[config.mk]
export PLATFORM = sky130hd
export DESIGN_NAME = resp_sig_collector
export DESIGN_NICKNAME = d
export VERILOG_FILES = /design/src/rtl/resp_sig_collector.sv
export SDC_FILE = /design/constraint.sdc
export NUM_CORES = 1
export LEC_CHECK = 0
export ABC_CLOCK_PERIOD_IN_PS = 3600
export CAP_MARGIN = 20
export CELL_PAD_IN_SITES_DETAIL_PLACEMENT = 0
export CELL_PAD_IN_SITES_GLOBAL_PLACEMENT = 2
export CORE_ASPECT_RATIO = 0.7
export CORE_MARGIN = 3
export CORE_UTILIZATION = 24
export CTS_BUF_LIST = sky130_fd_sc_hd__clkbuf_4 sky130_fd_sc_hd__clkbuf_8
export CTS_CLUSTER_SIZE = 28
export DETAILED_ROUTE_END_ITERATION = 16
export GPL_TIMING_DRIVEN = 0
export PLACE_DENSITY = 0.86
export SETUP_SLACK_MARGIN = 0.02
export SYNTH_ARGS = -nofsm -noshare
export SYNTH_HDL_FRONTEND = slang
export SYNTH_SLANG_ARGS = --single-unit
[constraint.sdc]
create_clock -name clk -period 3.6 [get_ports clk]
set_clock_uncertainty 0.2 [all_clocks]
set_input_delay 0.72 -clock clk [delete_from_list [all_inputs] [get_ports clk]]
set_output_delay 0.72 -clock clk [all_outputs]
set_load 0.01 [all_outputs]
[src/rtl/resp_sig_collector.sv]
// Response signature collector: folds each accepted response word to 32 bits and
// compacts the stream into a CRC-32 style signature, then compares it to a golden value.
module resp_sig_collector #(
  parameter int OUT_W = 159,
  parameter int CNT_W = 16
) (
  input  logic             clk,
  input  logic             rst,
  input  logic             start,
  input  logic [CNT_W-1:0] num_cycles,
  input  logic             resp_valid,
  input  logic [OUT_W-1:0] resp_data,
  input  logic [31:0]      expected_sig,
  output logic             busy,
  output logic             done,
  output logic             pass,
  output logic [31:0]      signature,
  output logic [CNT_W-1:0] sample_count
);

  localparam int NWORDS = (OUT_W + 31) / 32;
  localparam int PAD_W  = NWORDS * 32;
  localparam logic [31:0]      SIG_SEED = 32'hFFFF_FFFF;
  localparam logic [31:0]      CRC_POLY = 32'h04C1_1DB7;
  localparam logic [CNT_W-1:0] CNT_ZERO = {CNT_W{1'b0}};
  localparam logic [CNT_W-1:0] CNT_ONE  = {{(CNT_W-1){1'b0}}, 1'b1};

  typedef enum logic [1:0] {
    ST_IDLE    = 2'd0,
    ST_CAPTURE = 2'd1,
    ST_DONE    = 2'd2
  } state_t;

  state_t           r_state, w_state_nxt;
  logic [31:0]      r_sig, w_sig_nxt;
  logic [CNT_W-1:0] r_cnt, w_cnt_nxt;
  logic [CNT_W-1:0] r_len, w_len_nxt;
  logic             r_busy, r_done;
  logic [CNT_W-1:0] w_cnt_inc;

  // Zero-extend to a whole number of 32-bit words and XOR the words together.
  function automatic logic [31:0] fold_word(input logic [OUT_W-1:0] d);
    logic [PAD_W-1:0] padded;
    logic [31:0]      acc;
    padded = {PAD_W{1'b0}};
    padded[OUT_W-1:0] = d;
    acc = 32'h0000_0000;
    for (int i = 0; i < NWORDS; i++) begin
      acc = acc ^ padded[i*32 +: 32];
    end
    return acc;
  endfunction

  function automatic logic [31:0] sig_step(input logic [31:0] sig, input logic [31:0] fold);
    return {sig[30:0], 1'b0} ^ (sig[31] ? CRC_POLY : 32'h0000_0000) ^ fold;
  endfunction

  assign w_cnt_inc = r_cnt + CNT_ONE;

  // Next-state, signature and counter update.
  always_comb begin
    w_state_nxt = r_state;
    w_sig_nxt   = r_sig;
    w_cnt_nxt   = r_cnt;
    w_len_nxt   = r_len;
    case (r_state)
      ST_IDLE, ST_DONE: begin
        if (start) begin
          w_sig_nxt = SIG_SEED;
          w_cnt_nxt = CNT_ZERO;
          w_len_nxt = num_cycles;
          if (num_cycles != CNT_ZERO) begin
            w_state_nxt = ST_CAPTURE;
          end else begin
            w_state_nxt = ST_DONE;
          end
        end else begin
          w_state_nxt = r_state;
        end
      end
      ST_CAPTURE: begin
        if (resp_valid) begin
          w_sig_nxt = sig_step(r_sig, fold_word(resp_data));
          w_cnt_nxt = w_cnt_inc;
          // The length is never zero here, so the count stops at it and never wraps.
          if (w_cnt_inc == r_len) begin
            w_state_nxt = ST_DONE;
          end else begin
            w_state_nxt = ST_CAPTURE;
          end
        end else begin
          w_state_nxt = ST_CAPTURE;
        end
      end
      default: begin
        w_state_nxt = ST_IDLE;
        w_sig_nxt   = SIG_SEED;
        w_cnt_nxt   = CNT_ZERO;
      end
    endcase
  end

  // State, datapath and registered status flags.
  always_ff @(posedge clk) begin
    if (rst) begin
      r_state <= ST_IDLE;
      r_sig   <= SIG_SEED;
      r_cnt   <= CNT_ZERO;
      r_len   <= CNT_ZERO;
      r_busy  <= 1'b0;
      r_done  <= 1'b0;
    end else begin
      r_state <= w_state_nxt;
      r_sig   <= w_sig_nxt;
      r_cnt   <= w_cnt_nxt;
      r_len   <= w_len_nxt;
      r_busy  <= (w_state_nxt == ST_CAPTURE);
      r_done  <= (w_state_nxt == ST_DONE);
    end
  end

  assign busy         = r_busy;
  assign done         = r_done;
  assign signature    = r_sig;
  assign sample_count = r_cnt;
  assign pass         = r_done & (r_sig == expected_sig);

endmodule

==> flow_summary.ini <==
[run_status]
status = finished clean

[synthesis]
yosys_register_bits = 68
synth_top_area_share = 0.300
ys.flop_type = dfxtp_1
synth_area_um2 = 5040
synth_fp_nets = 802
seq_area_frac_synth = 0.270
async_flop_share = 0
synth-edff-count = 0
ys_top_cells_by_area = xnor2_1 (30%), dfxtp_1 (27%), xor2_1 (9.0%), nand2b_1 (4.3%), o22ai_1 (4.0%)
syn_area_per_cell_um2 = 8.55
yosysWarningCount = 0
synth_top_area_cell = xnor2_1
synth_cells = 590
yosysUniqueCellTypes = 46

[placement]
io_buffers = 261
hpwl_um = 16100
place_congestion = 0.804

[final_layout]
diodes = 0
fin_nets = 1074
fillers = 2100
drive_gt1_frac = 0.0484
regArea_um2 = 1360
multiInputGateArea_um2 = 3530
syn2layout_area_growth_pct = 63.6

[drt]
wl_met2_um = 8210
wl_um = 19300
via_per_inst = 4.36
wl_per_cell_um = 16.9
route.top_layer_used = met4
antenna_left = 0
drt_iter0_drc = 210
drc = 0
m1WireLength_um = 9620
drt_first_pass_iters = 5
num_vias = 4963
met3_length_um = 1370

[cts]
numCtsBuffers = 9
cts.sinks = 68
tritoncts = done
hold_buffers = 0
h-tree-depth = 3
clkLatencyLatePin_ps = 350
clockBufferDepth = 2
cts.reportedPaths.clkPinSlew_ps = 80
root_buffer = clkbuf_8

[grt]
grt-ovfl-total = 0
grt_antenna_before_repair = 0
grt_max_degree = 14
grt_usage = 0.165
grt_first_pass_wirelength_um = 28800
grt_pass1_vias = 4915

[worst_setup_path]
r2r_end = sample_count[9]
start_kind = primary input
required_ps = 2680
reg2reg_from = r_state[0]
critical_path_peak_fanout = 1
rr_worst_depth = 8
crit_path_end = pass
crit_arrival_ps = 2440
critical_path_class = in -> out
r2r_slack_ps = 950
end_kind = output pin
critPathLaunch = expected_sig[1]

[floorplanning]
core_um2 = 20200
start_util = 0.249
dieWidth_um = 179
die_h_um = 127
ioPinCount = 262
fp.dieArea_um2 = 22800
rows = 43

[timing]
fin_setup_tns_ps = 0
rsz0062_at_grt = no
hold_viol_final = 0
period_minus_slack_ps = 3360
post-route-period-util = 0.933
relSlewSlack = 0.585
setup_violations = 0
fmax_mhz = 298
finalMaxSlewViolations = 0
worstMarginPinSlew_ps = 623

[power]
p_switching_uw = 736
p_leak_uw = 0.00277
clkPwrFrac = 0.301
internal_power_uw = 1700
ir_drop_uv = 138
comb_power_share = 0.356
switching_share = 0.302
power_frac_seq = 0.343
total_power_uw = 2430
pwr_density_cell_nw_per_um2 = 295

[run]
cap_violations = 0

[worst_hold_path]
hp-class = reg -> reg
[worst min path at each step]
| stage | from | endpoint | slack [ps] | cells after the start |
|---|---|---|---|---|
| floorplan | r_len[15] | r_len[15] | 250 | 2 |
| global placement | r_len[13] | r_len[13] | 260 | 2 |
| detailed placement | r_len[13] | r_len[13] | 270 | 2 |
| CTS | r_len[13] | r_len[13] | 280 | 2 |
| global route | r_len[4] | r_len[4] | 300 | 2 |
| finish | r_len[13] | r_len[13] | 280 | 2 |
[final cells by class]
cell class / instances / area share
inverters: 3 / 0.00136
clock inverters: 7 / 0.0120
repair buffers: 261 / 0.316
clock buffers: 9 / 0.0150
well taps: 270 / 0.0409
plain buffers: 33 / 0.0214
flip-flops and latches: 68 / 0.165
multi-input cells: 486 / 0.428
[critical path, stage by stage]
cell and delay, ps:
clkdlybuf4s50_1 410, xor2_1 150, nor4_2 410, nand4_1 150, nor4_1 270, dlygate4sd2_1 320
[power by group through the flow]
stage | clock [uW] | combinational [uW] | sequential [uW]
after floorplan | 0 | 458 | 847
after global placement | 0 | 863 | 853
after detailed placement | 0 | 867 | 853
after CTS | 760 | 879 | 836
after global routing | 789 | 946 | 842
final | 733 | 867 | 835
[cell usage after synthesis (2+ instances only)]
cell type    n
inv_1        3
buf_6        3
dfxtp_1     68
nand2b_1    35
a21oi_1     27
nor2b_1      3
nand4_4      2
o31a_1       2
clkbuf_1    22
nor4_2       2
a31oi_1      3
o32ai_1      2
nand4_1      5
a211oi_1     3
nor4_1      13
xnor2_1    173
nand2_1     48
buf_4        4
o22ai_1     32
o21ai_0     12
a311oi_1     5
nor2_1      29
buf_1        2
xor2_1      52
a211o_1      2
a22oi_1      4
or2_2        2
nor3_1       6
nand3_1      9
[layout by cell type (no fill, tap or decap), drive strengths merged, types with 2 or more instances in the layout]
cell type / netlist / routed
o21ai: 13 / 13
nor4: 16 / 16
o22ai: 32 / 32
a211o: 2 / 2
nor2: 29 / 29
clkbuf: 23 / 32
dfxtp: 68 / 68
nor3: 8 / 8
clkdlybuf4s50: 0 / 260
a311oi: 5 / 5
a21oi: 27 / 27
clkinv: 0 / 2
or2: 2 / 2
buf: 10 / 10
nand2: 48 / 48
xnor2: 173 / 173
nand2b: 35 / 35
nor2b: 3 / 3
inv: 3 / 5
o31a: 2 / 2
o32ai: 2 / 2
nand3: 11 / 11
a211oi: 3 / 3
nand4: 7 / 7
bufinv: 0 / 2
a31oi: 3 / 3
a22oi: 4 / 4
xor2: 52 / 52
[flip-flops by register name (all words and copies together) (netlist names)]
register,count
r_state,2
busy,1
signature,32
r_len,16
sample_count,16
done,1
[metrics by stage]
stage | hold WS [ps] | utilization | cell area, um2 | worst slack [ps] | std cells
floorplan | 247 | - | 5040 | 825 | 590
global placement | 258 | 0.395 | 7990 | -448 | 1121
global route | 299 | 0.408 | 8250 | 143 | 1137
finish | 277 | 0.408 | 8250 | 242 | 1137
detailed placement | 268 | 0.395 | 7990 | -379 | 1121
CTS | 279 | 0.408 | 8250 | 182 | 1137
[cells by family after synthesis]
logic type      count (synthesis)  synth area share
simple gates                  162             0.177
buf+inv                        36            0.0365
fa+ha+maj                       1           0.00248
compound gates                 98             0.124
xor+xnor                      225             0.391
flops                          68             0.270
[what timing repair did]
| item | CTS | global route |
|---|---|---|
| setup buffers | 0 | 0 |
| gates resized for setup | 8 | 0 |
| setup endpoints to repair | 1 | 0 |
[per-layer routing]
metal / vias up / GRT usage
met1: 2251 / 0.242
met4: 0 / 0.0241
met3: 4 / 0.0398
met5: - / 0
li1: 2537 / -
met2: 171 / 0.250
No activity file was read; power rests on OpenSTA's default activity.
